===== src/rtl/l2_cache_control_if.sv =====
// ----------------------------------------------------------------------------
// l2_cache_control_if
// Purpose : groups the L1 handshake, cache array status/strobes, LRU array
//           and pmem handshake signals of the L2 cache controller.
// Modports:
//   master - controller view (drives responses, strobes, pmem requests)
//   slave  - datapath / L1 / pmem view (drives requests and status)
// Signals :
//   l2_read, l2_write, l2_resp          L1 request / completion pulse
//   hit_vec[3:0], dirty_vec[3:0]        per-way status for current index
//   lru_way[1:0], lru_write, lru_in     LRU array read way / update
//   way_sel, data_load, data_src,       array strobes and way select
//   tag_load, valid_set, dirty_set, dirty_clr
//   pmem_addr_sel, pmem_read, pmem_write, pmem_resp, pmem_err
// ----------------------------------------------------------------------------
interface l2_cache_control_if;
   logic       l2_read;
   logic       l2_write;
   logic       l2_resp;
   logic [3:0] hit_vec;
   logic [3:0] dirty_vec;
   logic [1:0] lru_way;
   logic       lru_write;
   logic [1:0] lru_in;
   logic [1:0] way_sel;
   logic       data_load;
   logic       data_src;
   logic       tag_load;
   logic       valid_set;
   logic       dirty_set;
   logic       dirty_clr;
   logic       pmem_addr_sel;
   logic       pmem_read;
   logic       pmem_write;
   logic       pmem_resp;
   logic       pmem_err;

   modport master (
      input  l2_read, l2_write, hit_vec, dirty_vec, lru_way, pmem_resp,
      output l2_resp, lru_write, lru_in, way_sel, data_load, data_src,
             tag_load, valid_set, dirty_set, dirty_clr, pmem_addr_sel,
             pmem_read, pmem_write, pmem_err
   );

   modport slave (
      output l2_read, l2_write, hit_vec, dirty_vec, lru_way, pmem_resp,
      input  l2_resp, lru_write, lru_in, way_sel, data_load, data_src,
             tag_load, valid_set, dirty_set, dirty_clr, pmem_addr_sel,
             pmem_read, pmem_write, pmem_err
   );
endinterface


===== src/rtl/l2_cache_control.sv =====
// ----------------------------------------------------------------------------
// l2_cache_control
// Purpose : control FSM of the 4-way, 16-set L2 cache. Resolves hit/miss,
//           updates the LRU array, picks the LRU victim, and sequences
//           dirty-victim writeback and line fill on the pmem side.
// Ports   :
//   clk      - single clock, rising edge
//   reset_n  - synchronous active-low reset
//   bus      - l2_cache_control_if.master (L1, arrays, LRU, pmem)
//   perf_hit/perf_miss/perf_wb - 16-bit saturating event counters
//              (present only when L2_PERF_CNT_EN is defined)
// Parameter: TIMEOUT_CYCLES - pmem wait budget before pmem_err is raised
// Config   : `define L2_PERF_CNT_EN to add the performance counters.
// Note     : strobes are combinational from state and array status so a
//            hit completes in the COMPARE cycle; pmem_err is registered.
// ----------------------------------------------------------------------------
module l2_cache_control #(
   parameter int unsigned TIMEOUT_CYCLES = 1024
) (
   input  logic                  clk,
   input  logic                  reset_n,
   l2_cache_control_if.master    bus
`ifdef L2_PERF_CNT_EN
   ,
   output logic [15:0]           perf_hit,
   output logic [15:0]           perf_miss,
   output logic [15:0]           perf_wb
`endif
);

   localparam int unsigned TMR_W = $clog2(TIMEOUT_CYCLES) + 1;
   localparam logic [TMR_W-1:0] TMR_LAST = TMR_W'(TIMEOUT_CYCLES - 1);

   typedef enum logic [1:0] {
      S_IDLE      = 2'd0,
      S_COMPARE   = 2'd1,
      S_WRITEBACK = 2'd2,
      S_ALLOCATE  = 2'd3
   } state_t;

   state_t           r_state;
   state_t           w_state_next;
   logic [1:0]       r_victim;
   logic [TMR_W-1:0] r_timer;
   logic             r_pmem_err;

   logic             w_req;
   logic             w_hit;
   logic [1:0]       w_hit_way;
   logic             w_cmp_miss;
   logic             w_timeout;

   logic             w_l2_resp;
   logic             w_lru_write;
   logic [1:0]       w_lru_in;
   logic [1:0]       w_way_sel;
   logic             w_data_load;
   logic             w_data_src;
   logic             w_tag_load;
   logic             w_valid_set;
   logic             w_dirty_set;
   logic             w_dirty_clr;
   logic             w_pmem_addr_sel;
   logic             w_pmem_read;
   logic             w_pmem_write;

   assign w_req = bus.l2_read | bus.l2_write;
   assign w_hit = |bus.hit_vec;

   // Lowest-index way wins on a multi-hot hit vector.
   always_comb begin
      w_hit_way = 2'd0;
      for (int i = 3; i >= 0; i--) begin
         if (bus.hit_vec[i]) w_hit_way = 2'(i);
      end
   end

   // Next-state and strobe decode.
   always_comb begin
      w_state_next    = r_state;
      w_cmp_miss      = 1'b0;
      w_timeout       = 1'b0;
      w_l2_resp       = 1'b0;
      w_lru_write     = 1'b0;
      w_lru_in        = 2'd0;
      w_way_sel       = 2'd0;
      w_data_load     = 1'b0;
      w_data_src      = 1'b0;
      w_tag_load      = 1'b0;
      w_valid_set     = 1'b0;
      w_dirty_set     = 1'b0;
      w_dirty_clr     = 1'b0;
      w_pmem_addr_sel = 1'b0;
      w_pmem_read     = 1'b0;
      w_pmem_write    = 1'b0;

      case (r_state)
         S_IDLE: begin
            if (w_req) w_state_next = S_COMPARE;
         end

         S_COMPARE: begin
            if (!w_req) begin
               w_state_next = S_IDLE;
            end else if (w_hit) begin
               w_l2_resp    = 1'b1;
               w_lru_write  = 1'b1;
               w_lru_in     = w_hit_way;
               w_way_sel    = w_hit_way;
               if (bus.l2_write) begin
                  w_data_load = 1'b1;
                  w_dirty_set = 1'b1;
               end
               w_state_next = S_IDLE;
            end else begin
               w_cmp_miss   = 1'b1;
               w_state_next = bus.dirty_vec[bus.lru_way] ? S_WRITEBACK : S_ALLOCATE;
            end
         end

         S_WRITEBACK: begin
            w_pmem_write    = 1'b1;
            w_pmem_addr_sel = 1'b1;
            w_way_sel       = r_victim;
            if (bus.pmem_resp) begin
               w_state_next = S_ALLOCATE;
            end else if (r_timer == TMR_LAST) begin
               w_timeout    = 1'b1;
               w_state_next = S_IDLE;
            end
         end

         S_ALLOCATE: begin
            w_pmem_read = 1'b1;
            w_way_sel   = r_victim;
            if (bus.pmem_resp) begin
               w_data_load  = 1'b1;
               w_data_src   = 1'b1;
               w_tag_load   = 1'b1;
               w_valid_set  = 1'b1;
               w_dirty_clr  = 1'b1;
               w_state_next = S_COMPARE;
            end else if (r_timer == TMR_LAST) begin
               w_timeout    = 1'b1;
               w_state_next = S_IDLE;
            end
         end

         default: w_state_next = S_IDLE;
      endcase
   end

   // State, victim, pmem timer and sticky error.
   always_ff @(posedge clk) begin
      if (!reset_n) begin
         r_state    <= S_IDLE;
         r_victim   <= 2'd0;
         r_timer    <= '0;
         r_pmem_err <= 1'b0;
      end else begin
         r_state <= w_state_next;
         if (w_cmp_miss) r_victim <= bus.lru_way;
         // Any state change restarts the timer, covering entry to both pmem states.
         if (w_state_next != r_state) begin
            r_timer <= '0;
         end else if (r_state == S_WRITEBACK || r_state == S_ALLOCATE) begin
            r_timer <= r_timer + TMR_W'(1);
         end
         if (w_timeout) r_pmem_err <= 1'b1;
      end
   end

   assign bus.l2_resp       = w_l2_resp;
   assign bus.lru_write     = w_lru_write;
   assign bus.lru_in        = w_lru_in;
   assign bus.way_sel       = w_way_sel;
   assign bus.data_load     = w_data_load;
   assign bus.data_src      = w_data_src;
   assign bus.tag_load      = w_tag_load;
   assign bus.valid_set     = w_valid_set;
   assign bus.dirty_set     = w_dirty_set;
   assign bus.dirty_clr     = w_dirty_clr;
   assign bus.pmem_addr_sel = w_pmem_addr_sel;
   assign bus.pmem_read     = w_pmem_read;
   assign bus.pmem_write    = w_pmem_write;
   assign bus.pmem_err      = r_pmem_err;

`ifdef L2_PERF_CNT_EN
   logic       w_ev_hit;
   logic       w_ev_wb;
   logic [15:0] r_perf_hit;
   logic [15:0] r_perf_miss;
   logic [15:0] r_perf_wb;

   assign w_ev_hit = (r_state == S_COMPARE) && w_req && w_hit;
   assign w_ev_wb  = (r_state == S_WRITEBACK) && bus.pmem_resp;

   // Saturating event counters.
   always_ff @(posedge clk) begin
      if (!reset_n) begin
         r_perf_hit  <= 16'd0;
         r_perf_miss <= 16'd0;
         r_perf_wb   <= 16'd0;
      end else begin
         if (w_ev_hit   && r_perf_hit  != 16'hFFFF) r_perf_hit  <= r_perf_hit  + 16'd1;
         if (w_cmp_miss && r_perf_miss != 16'hFFFF) r_perf_miss <= r_perf_miss + 16'd1;
         if (w_ev_wb    && r_perf_wb   != 16'hFFFF) r_perf_wb   <= r_perf_wb   + 16'd1;
      end
   end

   assign perf_hit  = r_perf_hit;
   assign perf_miss = r_perf_miss;
   assign perf_wb   = r_perf_wb;
`endif

endmodule

===== src/flat_wrapper.sv =====
// flat-port wrapper written by rule: the top's interface ports become plain ports
module l2_cache_control_flat 
#(
   parameter int unsigned TIMEOUT_CYCLES = 1024
)
  (clk, reset_n, bus_l2_read, bus_l2_write, bus_hit_vec, bus_dirty_vec, bus_lru_way, bus_pmem_resp, bus_l2_resp, bus_lru_write, bus_lru_in, bus_way_sel, bus_data_load, bus_data_src, bus_tag_load, bus_valid_set, bus_dirty_set, bus_dirty_clr, bus_pmem_addr_sel, bus_pmem_read, bus_pmem_write, bus_pmem_err);
  l2_cache_control_if bus_i ();
  input  logic clk;
  input  logic reset_n;
  input wire logic [$bits(bus_i.l2_read)-1:0] bus_l2_read;
  input wire logic [$bits(bus_i.l2_write)-1:0] bus_l2_write;
  input wire logic [$bits(bus_i.hit_vec)-1:0] bus_hit_vec;
  input wire logic [$bits(bus_i.dirty_vec)-1:0] bus_dirty_vec;
  input wire logic [$bits(bus_i.lru_way)-1:0] bus_lru_way;
  input wire logic [$bits(bus_i.pmem_resp)-1:0] bus_pmem_resp;
  output wire logic [$bits(bus_i.l2_resp)-1:0] bus_l2_resp;
  output wire logic [$bits(bus_i.lru_write)-1:0] bus_lru_write;
  output wire logic [$bits(bus_i.lru_in)-1:0] bus_lru_in;
  output wire logic [$bits(bus_i.way_sel)-1:0] bus_way_sel;
  output wire logic [$bits(bus_i.data_load)-1:0] bus_data_load;
  output wire logic [$bits(bus_i.data_src)-1:0] bus_data_src;
  output wire logic [$bits(bus_i.tag_load)-1:0] bus_tag_load;
  output wire logic [$bits(bus_i.valid_set)-1:0] bus_valid_set;
  output wire logic [$bits(bus_i.dirty_set)-1:0] bus_dirty_set;
  output wire logic [$bits(bus_i.dirty_clr)-1:0] bus_dirty_clr;
  output wire logic [$bits(bus_i.pmem_addr_sel)-1:0] bus_pmem_addr_sel;
  output wire logic [$bits(bus_i.pmem_read)-1:0] bus_pmem_read;
  output wire logic [$bits(bus_i.pmem_write)-1:0] bus_pmem_write;
  output wire logic [$bits(bus_i.pmem_err)-1:0] bus_pmem_err;
  assign bus_i.l2_read = bus_l2_read;
  assign bus_i.l2_write = bus_l2_write;
  assign bus_i.hit_vec = bus_hit_vec;
  assign bus_i.dirty_vec = bus_dirty_vec;
  assign bus_i.lru_way = bus_lru_way;
  assign bus_i.pmem_resp = bus_pmem_resp;
  assign bus_l2_resp = bus_i.l2_resp;
  assign bus_lru_write = bus_i.lru_write;
  assign bus_lru_in = bus_i.lru_in;
  assign bus_way_sel = bus_i.way_sel;
  assign bus_data_load = bus_i.data_load;
  assign bus_data_src = bus_i.data_src;
  assign bus_tag_load = bus_i.tag_load;
  assign bus_valid_set = bus_i.valid_set;
  assign bus_dirty_set = bus_i.dirty_set;
  assign bus_dirty_clr = bus_i.dirty_clr;
  assign bus_pmem_addr_sel = bus_i.pmem_addr_sel;
  assign bus_pmem_read = bus_i.pmem_read;
  assign bus_pmem_write = bus_i.pmem_write;
  assign bus_pmem_err = bus_i.pmem_err;
  l2_cache_control #(.TIMEOUT_CYCLES(TIMEOUT_CYCLES)) u_core (.clk(clk), .reset_n(reset_n), .bus(bus_i));
endmodule

===== config.mk =====
export PLATFORM = sky130hd
export DESIGN_NAME = l2_cache_control_flat
export DESIGN_NICKNAME = d
export VERILOG_FILES = /design/src/rtl/l2_cache_control_if.sv /design/src/rtl/l2_cache_control.sv /design/src/flat_wrapper.sv
export SDC_FILE = /design/constraint.sdc
export NUM_CORES = 1
export LEC_CHECK = 0
export BUFFER_PORTS_ARGS = -buffer_cell sky130_fd_sc_hd__buf_2
export CAP_MARGIN = 20
export CELL_PAD_IN_SITES_DETAIL_PLACEMENT = 1
export CELL_PAD_IN_SITES_GLOBAL_PLACEMENT = 1
export CORE_ASPECT_RATIO = 1.4
export CORE_MARGIN = 4
export CORE_UTILIZATION = 40
export CTS_CLUSTER_DIAMETER = 120
export DETAILED_ROUTE_END_ITERATION = 6
export GPL_TIMING_DRIVEN = 0
export PLACE_DENSITY = 0.9
export RECOVER_POWER = 100
export SLEW_MARGIN = 10
export SYNTH_ARGS = -nofsm -noshare
export SYNTH_HDL_FRONTEND = slang
export SYNTH_SLANG_ARGS = --single-unit

===== constraint.sdc =====
create_clock -name clk -period 4.7 [get_ports clk]
set_input_delay 0 -clock clk [delete_from_list [all_inputs] [get_ports clk]]
set_output_delay 0 -clock clk [all_outputs]
set_load 0.05 [all_outputs]

Word-level counts from Yosys, hierarchy flattened
Cells that the tools add are included.
{"block": "totals", "ff_bits": 16, "latch_bits": 0, "ramBits": 0, "rom_bits": 0, "output_inout_bits": 16, "n_memories": 0}
{"block": "classes", "add_sub_neg": 1, "mul": 0, "div": 0, "n_lt_le_gt_ge": 1, "n_eq_ne": 5, "shift": 0, "muxes": 36, "bitwise": 2, "reduce_logical": 5}
{"op": "$mux 2", "count": 13}
{"op": "$mux 1", "count": 19}
{"op": "$add 11x1->11 const B", "count": 1}
{"op": "$eq 11x10->1 const B", "count": 1}
{"op": "$pmux 2 s4", "count": 1}
{"op": "$eq 2x2->1 const B", "count": 2}
{"op": "$pmux 2 s2", "count": 1}
{"op": "$reduce_or 2->1", "count": 2}
{"op": "$reduce_or 4->1", "count": 1}
{"op": "$lt 2x3->1 const B", "count": 1}
{"op": "$bmux 1 s2", "count": 1}
{"op": "$eq 2x1->1 const B", "count": 1}
{"op": "$logic_not 2->1", "count": 1}
{"op": "$ne 2x2->1", "count": 1}
{"op": "$pmux 1 s2", "count": 1}
{"op": "$logic_or 1x1->1", "count": 1}
{"op": "$not 1->1", "count": 1}
{"op": "$or 1x1->1", "count": 1}

Longest topological paths before layout
Gate-level depths: netlist of run 1.
{"block": "logic_depth", "word_depth": 8, "depth_mapped": 7, "mapped_depth_nobuf": 5}

Least setup slack after synthesis of run 1
No wires, ideal clock.
{"block": "synth_path", "path_type": "flip-flop to output port", "start": "reg u_core.r_state[0]", "end": "out bus_way_sel[1]", "t_arrival_ns": 2.821, "required_time_ns": 4.700, "setup_slack_ns": 1.879, "stages_incl_launch_ff": 6, "cell_sequence": "dfxtp_1 > clkbuf_1 > nor2b_1 > nand2_1 > nor4_1 > a21o_1"}
{"block": "synth_via", "elab_chain_len": 3, "elab_cells_between_ends": 5}
{"element": "start: declaration", "line": "l2_cache_control.sv:41", "text": "state_t r_state;"}
{"element": "start signal: assignment", "line": "l2_cache_control.sv:161", "text": "r_state <= w_state_next;"}
{"element": "$eq 2x2->1", "line": "l2_cache_control.sv:97", "text": "case (r_state)"}
{"element": "$reduce_or 2->1 (no source line)"}
{"element": "$pmux 2 s2 *", "line": "l2_cache_control.sv:97"}
{"element": "end: declaration", "line": "flat_wrapper.sv:19", "text": "output wire logic [$bits(bus_i.way_sel)-1:0] bus_way_sel;"}
Mark *: on every way between the ends. The rest lies on a longest branch, timed or not.

Final worst setup path of run 1
{"block": "layout_path", "start": "reg u_core.r_state[0]", "end": "reg u_core.r_timer[8]"}
{"block": "layout_via", "elab_chain_len": 5, "elab_cells_between_ends": 12}
{"element": "$mux 2", "line": "l2_cache_control.sv:127, l2_cache_control.sv:143"}
{"element": "$mux 2, on equally long branches", "line": "l2_cache_control.sv:136, l2_cache_control.sv:125"}
{"element": "$pmux 2 s4", "line": "l2_cache_control.sv:97"}
{"element": "$ne 2x2->1", "line": "l2_cache_control.sv:164", "text": "if (w_state_next != r_state) begin"}
{"element": "$reduce_or 2->1 (no source line)"}
{"element": "end signal: assignment", "line": "l2_cache_control.sv:167", "text": "r_timer <= r_timer + TMR_W'(1);"}
{"element": "end: declaration", "line": "l2_cache_control.sv:44", "text": "logic [TMR_W-1:0] r_timer;"}
Parallel ways exist; a longest one is shown, timed or not.
A chain may end at the register's enable or synchronous reset.

==> impl_metrics.json, run 1 <==
{
  "yosysWarningCount": 0,
  "grt_util_all_layers_pct": 17.1,
  "num_antenna_cells": 0,
  "ioPinCount": 31,
  "tightest_slew_ns": 0.622,
  "async_reset_ff_share_pct": 0,
  "viasPerCell": 5.18,
  "hold_class": "input pin to register",
  "yosys_register_bits": 16,
  "finalMaxSlewViolations": 0,
  "p_leak_nw": 0.465,
  "finalNetCount": 170,
  "dp_slack_ns": 2.67,
  "layout-drive-gt1-share_pct": 23.7,
  "cts_tree": "built",
  "core_area_um2": 2420,
  "die_h_um": 67.9,
  "grt_pass1_wl_mm": 4.30,
  "synth.top_cell.area_share_pct": 31.2,
  "stdcell_count": 186,
  "dr.pass1.iters": 4,
  "max_freq_mhz": 414,
  "synth_top_cells_by_area": "dfxtp_1 31%, nor3_2 8.8%, xor2_1 5.1%, buf_4 4.4%, xnor2_1 3.4%",
  "antenna_left": 0,
  "path_clk_slew_ns": 0.08,
  "overflow": 0,
  "yosysMostFrequentCell": "dfxtp_1",
  "vias": 963,
  "peakVddDrop_uv": 144,
  "port_buffers": 30,
  "cp_data_required_time_ns": 4.85,
  "drc": 0,
  "hold_viol_final": 0,
  "antenna_found_initial": 0,
  "ys_types": 42,
  "rsz0062_at_grt": "no",
  "cts-root-buf": "clkbuf_4",
  "rows": 21,
  "dieArea_um2": 3450,
  "cts_buffers": 3,
  "grt_max_degree": 11,
  "drt_wl_total_mm": 2.66,
  "syn_nets": 131,
  "setup_ws_ns": 2.28,
  "skew_ns": 0.00874,
  "worstSetupEndpointType": "register",
  "clk_path_buf_depth": 2,
  "die_w_um": 50.8,
  "cts_max_level": 1,
  "clk_latency_ns": 0.30,
  "ys_seq_area_share_pct": 31.2,
  "gp_congestion": 0.820,
  "syn-cell-area_um2": 1030,
  "cts_sinks": 16,
  "setup_viol": 0,
  "drt_iter0_markers": 21,
  "max-cap-violations": 0,
  "yosysTopAreaCell": "dfxtp_1",
  "dp.cells": 179,
  "worstPathMaxFanout": 10,
  "maxSlewHeadroom_pct": 58.5,
  "path_class": "register to register",
  "synth_edf_count": 0,
  "p_per_area_nw_per_um2": 222,
  "dp_hpwl_mm": 2.10,
  "netlist_instances": 115,
  "synth_common_cells": "16 x dfxtp_1, 9 x nor3_2, 7 x nand2_1, 7 x nor2_1",
  "timing.hold.ws_ns": 0.108,
  "startpoint_type": "register",
  "period_minus_slack_ns": 2.42,
  "fin_tns_setup_ns": 0,
  "grt_pass1_vias": 965,
  "wl_per_cell_um": 14.3,
  "status": "finished clean",
  "ctsResizeCount": 0,
  "syn_avg_cell_area_um2": 8.92,
  "cp.arrival_ns": 2.57,
  "synth-main-ff-cell": "dfxtp_1",
  "syn2layout_area_growth_pct": 19.8,
  "initial_utilization_pct": 42.4,
  "fin_crit_sh_pct": 51.4
}
[through the flow]
step	instance area (µm²)	power [mW]	utilization, %
global placement	1220	0.204	50.4
detailed placement	1220	0.205	50.4
global route	1230	0.288	50.8
floorplan	1030	0.187	-
CTS	1280	0.283	53.0
finish	1230	0.273	50.8
[area by class of cell]
type	count	area [µm²]
Inverter	3	11.3
Clock buffer	3	22.5
Tap cell	34	42.5
Fill cell	332	1190
Sequential cell	16	320
Timing Repair Buffer	34	170
Multi-Input combinational cell	85	593
Buffer	11	68.8
[cells by family (layout without fill, tap and decap cells)]
logic type,count (synthesis),in the layout,synth area share (%)
flops,16,16,31.2
buf+inv,14,51,8.17
mux,2,2,3.17
compound gates,20,20,14.3
xor+xnor,10,10,8.54
simple gates,52,52,33.4
fa+ha+maj,1,1,1.22
[worst paths after layout]
kind | slack, ns | startpoint | depth (start not counted) | to
setup / recovery | 2.28 | u_core.r_state[0] | 6 | u_core.r_timer[8]
hold / removal | 0.11 | bus_l2_read | 3 | u_core.r_state[0]
setup reg to reg | 2.28 | u_core.r_state[0] | 6 | u_core.r_timer[8]
hold reg to reg | 0.48 | u_core.bus.pmem_err | 1 | u_core.bus.pmem_err
[critical path, cell delays in order, from the launching register on]
cell and delay (ns):
dfxtp_1 0.31, clkbuf_1 0.30, nand2b_1 0.17, or4_1 0.59, a31oi_1 0.27, clkbuf_1 0.52
nor3_1 0.12
[metal layers]
layer | global-route usage, % | vias to the layer above | wire length (µm)
met5 | 0 | - | 0
met4 | 9.43 | 0 | 80
met3 | 4.14 | 7 | 120
met2 | 33.5 | 24 | 1410
met1 | 16.0 | 448 | 1040
li1 | - | 484 | -
[where the power goes]
group / internal [mW] / total, mW / switching [mW]
registers: 0.137 / 0.137 / 0.000319
clock network: 0.0299 / 0.0730 / 0.0431
logic: 0.0214 / 0.0627 / 0.0413
total: 0.188 / 0.273 / 0.0847
[cells in the final DEF (no fill, tap or decap), types with 2 or more instances in the layout]
master | Yosys | layout
or2_2 | 2 | 2
nor2_1 | 7 | 7
clkbuf_1 | 3 | 20
xnor2_1 | 4 | 4
inv_1 | 3 | 3
nor3_2 | 9 | 4
dfxtp_1 | 16 | 16
or4_1 | 2 | 3
and3_2 | 2 | 2
and2_1 | 2 | 2
a21oi_1 | 2 | 2
buf_2 | 1 | 15
nand3_1 | 3 | 3
and3_1 | 3 | 3
xor2_1 | 6 | 6
a21boi_0 | 4 | 4
o21ai_0 | 3 | 3
clkbuf_4 | 0 | 3
buf_4 | 6 | 5
nand2_1 | 7 | 7
nand4_1 | 2 | 2
o21a_1 | 2 | 2
nor3_1 | 5 | 10
dlygate4sd3_1 | 0 | 4
a21o_1 | 2 | 2
[state kept, by name (all words and copies together), names as in the netlist]
name	count
u_core.r_timer	11
u_core.r_state	2
u_core.r_victim	2
u_core.bus.pmem_err	1
[repair_timing]
action	4_1_cts	5_1_grt
endpoints found under the hold margin	5	0
hold buffers	4	0
setup buffers	0	0
setup endpoints to repair	0	0
No activity file was read; power rests on OpenSTA's default activity.
==> run 2: changes to the inputs <==
--- a/config.mk
+++ b/config.mk
@@ -5,17 +5,18 @@
 export SDC_FILE = /design/constraint.sdc
 export NUM_CORES = 1
 export LEC_CHECK = 0
+export ABC_AREA = 1
 export BUFFER_PORTS_ARGS = -buffer_cell sky130_fd_sc_hd__buf_2
 export CAP_MARGIN = 20
 export CELL_PAD_IN_SITES_DETAIL_PLACEMENT = 1
 export CELL_PAD_IN_SITES_GLOBAL_PLACEMENT = 1
 export CORE_ASPECT_RATIO = 1.4
 export CORE_MARGIN = 4
-export CORE_UTILIZATION = 40
+export CORE_UTILIZATION = 31
 export CTS_CLUSTER_DIAMETER = 120
 export DETAILED_ROUTE_END_ITERATION = 6
 export GPL_TIMING_DRIVEN = 0
-export PLACE_DENSITY = 0.9
+export PLACE_DENSITY = 0.79
 export RECOVER_POWER = 100
 export SLEW_MARGIN = 10
 export SYNTH_ARGS = -nofsm -noshare
==> constraint.sdc (replaced) <==
create_clock -name clk -period 2.2 [get_ports clk]
set_input_delay 0 -clock clk [delete_from_list [all_inputs] [get_ports clk]]
set_output_delay 0 -clock clk [all_outputs]
set_load 0.05 [all_outputs]
==> run 2 against run 1 <==
Worst setup slack got worse by 1.9 ns. Worst hold slack got worse by 0.098 ns. First-iteration DRC count is 76% lower. Cell area fell by 4.2%. Critical path depth did not move. Highest routed layer unchanged. Largest cell class unchanged.
==> impl_metrics.json, run 2 <==
{
  "status": "finished clean",
  "cts-root-buf": "clkbuf_8",
  "num_antenna_cells": 0,
  "skew_ns": 0.00349,
  "antenna_left": 0,
  "ys_types": 25,
  "final_common_cell": "nor2_1",
  "largest-register": "u_core.r_timer",
  "final_cell_mix": "31 x nor2_1, 23 x nand2_1, 16 x clkbuf_1, 16 x dfxtp_1, 14 x buf_2",
  "slowest_delay_ns": 0.45,
  "synth-main-ff-cell": "dfxtp_1",
  "layout-drive-gt1-share_pct": 22.4,
  "reg_top3": "u_core.r_timer: 11 flops, u_core.r_state: 2 flops, u_core.r_victim: 2 flops",
  "setup_viol": 0,
  "path_clk_slew_ns": 0.07,
  "clk_latency_ns": 0.25,
  "yosys.area_share.simple_pct": 37.5,
  "syn_nets": 152,
  "period_minus_slack_ns": 1.83,
  "hold_class": "input pin to register",
  "antenna_found_initial": 0,
  "drc": 0,
  "drt_wl_total_mm": 2.56,
  "cts_buffers": 3,
  "synth_top_family_by_area": "simple AND/OR/NAND/NOR gates",
  "hold_viol_final": 0,
  "synth_top_cells_by_area": "dfxtp_1 32%, nand2_1 8.4%, nor2_1 8.4%, nor2_2 7.0%, xnor2_1 5.3%",
  "wl_per_cell_um": 12.2,
  "async_reset_ff_share_pct": 0,
  "rows": 24,
  "worstPathMaxFanout": 6,
  "max-cap-violations": 0,
  "grt_util_all_layers_pct": 13.7,
  "cts_tree": "built",
  "yosysWarningCount": 0,
  "ioPinCount": 31,
  "gp_congestion": 0.786,
  "maxSlewHeadroom_pct": 59.4,
  "nFillCells": 405,
  "peakVddDrop_uv": 318,
  "slowest_stage": "dfxtp_1",
  "viasPerCell": 4.62,
  "finalNetCount": 187,
  "max_freq_mhz": 546,
  "synth_edf_count": 0,
  "cp.arrival_ns": 1.83,
  "crit_chain": "inv_2 -> nor2_1 -> nand2_1 -> nor2_1 -> buf_4 -> clkbuf_1",
  "synth.top_cell.area_share_pct": 32.4,
  "critPathMostFrequentCell": "nor2_1",
  "synth_common_cells": "22 x nand2_1, 22 x nor2_1, 16 x dfxtp_1",
  "initial_utilization_pct": 31.9,
  "worstSetupEndpointType": "primary output",
  "dieArea_um2": 4160,
  "fin_crit_sh_pct": 83.3,
  "synthMuxAreaShare_pct": 1.01,
  "die_w_um": 55.7,
  "ys_seq_area_share_pct": 32.4,
  "core_area_um2": 3090,
  "grt_pass1_vias": 1108,
  "fin_tns_setup_ns": 0,
  "grt_max_degree": 11,
  "synth_fa_ha_area_share_pct": 1.27,
  "yosys_register_bits": 16,
  "synth-xor-area-share_pct": 8.87,
  "cp_data_required_time_ns": 2.20,
  "dr.pass1.iters": 2,
  "die_h_um": 74.8,
  "cts_sinks": 16,
  "overflow": 0,
  "drt_iter0_markers": 5,
  "netlist_instances": 136,
  "grt_pass1_wl_mm": 4.49,
  "rsz0062_at_grt": "no",
  "port_buffers": 30,
  "path_class": "register to primary output",
  "syn_avg_cell_area_um2": 7.26,
  "synth_compound_area_share_pct": 7.48,
  "crit_family": "buffers and inverters",
  "largest_reg_flops": 11,
  "cts_max_level": 1,
  "vias": 965,
  "p_leak_nw": 0.483,
  "ctsResizeCount": 0,
  "p_per_area_nw_per_um2": 578,
  "syn2layout_area_growth_pct": 19.3,
  "worst-path-buf-inv": 3,
  "tightest_slew_ns": 0.611,
  "clk_path_buf_depth": 2,
  "finalMaxSlewViolations": 0,
  "syn-cell-area_um2": 987,
  "timing.hold.ws_ns": 0.0102,
  "hold_buffers": 0,
  "dp_hpwl_mm": 2.15,
  "startpoint_type": "register",
  "cts_setup_buffers": 0,
  "yosysTopAreaCell": "dfxtp_1"
}
-- run 2: cells by family after synthesis --
family	after synthesis
AO/OA/AOI/OAI	13
XOR/XNOR	10
adder cells (fa/ha/maj)	1
buffers and inverters	22
flip-flops	16
multiplexers	1
AND/OR/NAND/NOR	73
-- run 2: per-stage QoR --
stage	cell area, µm²	instances	power (mW)	util [%]	setup WS (ns)
2_1_floorplan	987	136	0.399	-	0.384
3_3_place_gp	1190	205	0.432	38.3	0.663
3_5_place_dp	1190	205	0.439	38.3	0.558
4_1_cts	1240	209	0.704	40.1	0.539
5_1_grt	1180	209	0.713	38.1	0.167
6_report	1180	209	0.680	38.1	0.367
-- run 2: path summary, 6_finish.rpt --
check	cells past startpoint	to	from	slack, ns
setup / recovery	6	bus_lru_write	u_core.r_state[0]	0.37
hold / removal	3	u_core.r_victim[1]	reset_n	0.01
setup reg to reg	10	u_core.r_timer[6]	u_core.r_state[0]	0.43
hold reg to reg	2	u_core.bus.pmem_err	u_core.bus.pmem_err	0.50
-- run 2: layout make-up --
class | count | area (µm²) | share of cell area [%]
multi-input cells | 98 | 510 | 43.4
repair buffers | 30 | 130 | 11.1
clock buffers | 4 | 55.1 | 4.68
well taps | 39 | 48.8 | 4.14
inverters | 15 | 56.3 | 4.78
plain buffers | 7 | 56.3 | 4.78
flip-flops and latches | 16 | 320 | 27.2
-- run 2: worst reg2reg max path, stage by stage, from the launching register on --
cell     delay [ns]
dfxtp_1        0.45
inv_2          0.06
nor2_1         0.16
nand2_1        0.17
nor2_1         0.26
nand2_2        0.11
nand3_2        0.08
nand3_1        0.08
nand3_2        0.08
buf_6          0.16
nor2_1         0.06
-- run 2: power breakdown --
group          switching, mW  internal [mW]  leakage, nW  total, mW
Clock                  0.103          0.159       0.0288      0.262
Sequential           0.00422          0.293        0.129      0.297
Combinational         0.0855         0.0358        0.325      0.121
Total                  0.193          0.487        0.483      0.680
-- run 2: per-layer routing --
metal  global-route usage [%]  routed length [µm]
met1                     12.5                 901
met5                        0                   0
met2                     28.4                1510
met3                     2.06                  77
met4                     7.84                  71
==> run 3: changes to the inputs <==
--- a/config.mk
+++ b/config.mk
@@ -5,18 +5,18 @@
 export SDC_FILE = /design/constraint.sdc
 export NUM_CORES = 1
 export LEC_CHECK = 0
-export ABC_AREA = 1
+export ABC_AREA = 0
 export BUFFER_PORTS_ARGS = -buffer_cell sky130_fd_sc_hd__buf_2
 export CAP_MARGIN = 20
 export CELL_PAD_IN_SITES_DETAIL_PLACEMENT = 1
 export CELL_PAD_IN_SITES_GLOBAL_PLACEMENT = 1
 export CORE_ASPECT_RATIO = 1.4
 export CORE_MARGIN = 4
-export CORE_UTILIZATION = 31
+export CORE_UTILIZATION = 37
 export CTS_CLUSTER_DIAMETER = 120
 export DETAILED_ROUTE_END_ITERATION = 6
 export GPL_TIMING_DRIVEN = 0
-export PLACE_DENSITY = 0.79
+export PLACE_DENSITY = 0.84
 export RECOVER_POWER = 100
 export SLEW_MARGIN = 10
 export SYNTH_ARGS = -nofsm -noshare
==> constraint.sdc (replaced) <==
create_clock -name clk -period 1.8 [get_ports clk]
set_input_delay 0 -clock clk [delete_from_list [all_inputs] [get_ports clk]]
set_output_delay 0 -clock clk [all_outputs]
set_load 0.05 [all_outputs]
==> run 3 against run 2 <==
Count of clock-buffer cells in the layout is the same. Register-to-register slack worse by 0.36 ns. Flip-flop and latch count stayed put. Highest routed layer unchanged. Total power increased by 20%. Final cell count down 11%. Critical path type is now input pin to register. Sequential power grew 23%. Critical path depth grew 1. Worst setup slack worse by 0.31 ns. Combinational power grew 73%. Global-route usage rose by 2.2 points.
==> impl_metrics.json, run 3 (same netlist as run 1, synthesis figures left out) <==
{
  "status": "finished clean",
  "grt_pass1_vias": 1031,
  "design_area_um2": 1400,
  "p_per_area_nw_per_um2": 585,
  "dr.pass1.iters": 3,
  "maxSlewHeadroom_pct": 60.6,
  "period_minus_slack_ns": 1.75,
  "die_w_um": 52.5,
  "wl_met3_um": 90,
  "wl_per_cell_um": 15.8,
  "timing.hold.ws_ns": 0.0992,
  "max-cap-violations": 0,
  "overflow": 0,
  "cp_data_required_time_ns": 2.02,
  "skew_ns": 0.0112,
  "antenna_found_initial": 0,
  "startpoint_type": "input pin",
  "cts_tree": "built",
  "dp_hpwl_mm": 2.13,
  "ioPinCount": 31,
  "viasPerCell": 5.27,
  "die_h_um": 70.3,
  "path_class": "input pin to register",
  "cts_buffers": 3,
  "drc": 0,
  "grt_pass1_wl_mm": 4.46,
  "fin_tns_setup_ns": 0,
  "setup_ws_ns": 0.0549,
  "multi_input_area_um2": 692,
  "peakVddDrop_uv": 360,
  "tightest_slew_ns": 0.594,
  "dp_slack_ns": -0.246,
  "largest-register": "u_core.r_timer",
  "rsz0062_at_grt": "yes",
  "layout-drive-gt1-share_pct": 50.3,
  "reg_top3": "u_core.r_timer: 11 flops, u_core.r_state: 2 flops, u_core.r_victim: 2 flops",
  "final_cell_mix": "27 x buf_2, 11 x dfxtp_1, 8 x nor3_2",
  "finalNetCount": 168,
  "clk_latency_ns": 0.30,
  "worstSetupEndpointType": "register",
  "initial_utilization_pct": 38.8,
  "cts_sinks": 16,
  "drt_iter0_markers": 2,
  "finalMaxSlewViolations": 0,
  "gp_congestion": 0.805,
  "cts_max_level": 1,
  "max_freq_mhz": 573,
  "cts-root-buf": "clkbuf_4",
  "num_antenna_cells": 0,
  "grt_util_all_layers_pct": 15.9,
  "port_buffers": 30,
  "rows": 22,
  "dr.max_layer_used": "met4",
  "fin_crit_sh_pct": 97.0,
  "grt_max_degree": 11,
  "final_common_cell": "buf_2",
  "drt_wl_total_mm": 2.95,
  "total_power_mw": 0.819,
  "regArea_um2": 327,
  "largest_reg_flops": 11,
  "core_area_um2": 2640,
  "path_clk_slew_ns": 0.10,
  "p_leak_nw": 0.579,
  "setup_viol": 0,
  "wl_met1_mm": 1.08,
  "vias": 986,
  "placed_area_um2": 1250,
  "wl_met2_mm": 1.70,
  "hold_viol_final": 0,
  "worstPathMaxFanout": 8,
  "dieArea_um2": 3690,
  "nFillCells": 334,
  "cp.arrival_ns": 1.96,
  "hold_class": "input pin to register",
  "syn2layout_area_growth_pct": 36.3,
  "clk_path_buf_depth": 2,
  "antenna_left": 0
}
==> run 3: worst max-delay path, cell delays in order <==
cell       delay, ns
buf_2           0.11
or4_1           0.50
buf_2           0.18
or4_4           0.51
a32o_2          0.33
clkbuf_16       0.17
nor3_2          0.16
==> run 3: cell type report <==
type,instances,area share (%)
buffer,9,5.37
inverter,3,0.805
tap,36,3.22
timing repair buffer,34,15.2
multi-input combinational,85,49.5
clock buffer,4,2.59
sequential,16,23.3
==> run 3: worst paths after layout <==
check / end / cells past startpoint / slack, ns / start
worst min register to register: u_core.bus.pmem_err / 1 / 0.49 / u_core.bus.pmem_err
worst min-delay path: u_core.r_state[0] / 3 / 0.1 / bus_l2_read
worst max register to register: u_core.r_timer[1] / 5 / 0.07 / u_core.r_state[1]
worst max-delay path: u_core.r_timer[1] / 7 / 0.05 / bus_hit_vec[3]
==> run 3: per-stage QoR <==
stage	utilization [%]	instances
global placement	47.3	181
detailed placement	47.3	181
global route	52.9	187
CTS	50.9	187
finish	52.9	187
floorplan	-	115
==> run 3: per-layer routing <==
layer | GRT usage (%) | vias to the layer above
met3 | 2.99 | 8
met2 | 31.4 | 20
met5 | 0 | -
li1 | - | 481
met4 | 6.82 | 0
met1 | 14.6 | 477
==> run 3: repair_timing <==
action                                  4_1_cts  5_1_grt
hold buffers                                  3        0
cloned                                        1        1
hold endpoints to repair                      4        0
buffers inserted                              0        0
resized for setup                            10       14
pin swaps                                     0        5
endpoints found under the setup margin       22       14
==> run 3: power by group <==
| group | switching (mW) | internal (mW) |
|---|---|---|
| Sequential | 0.00756 | 0.357 |
| Clock | 0.122 | 0.123 |
| Combinational | 0.123 | 0.0851 |
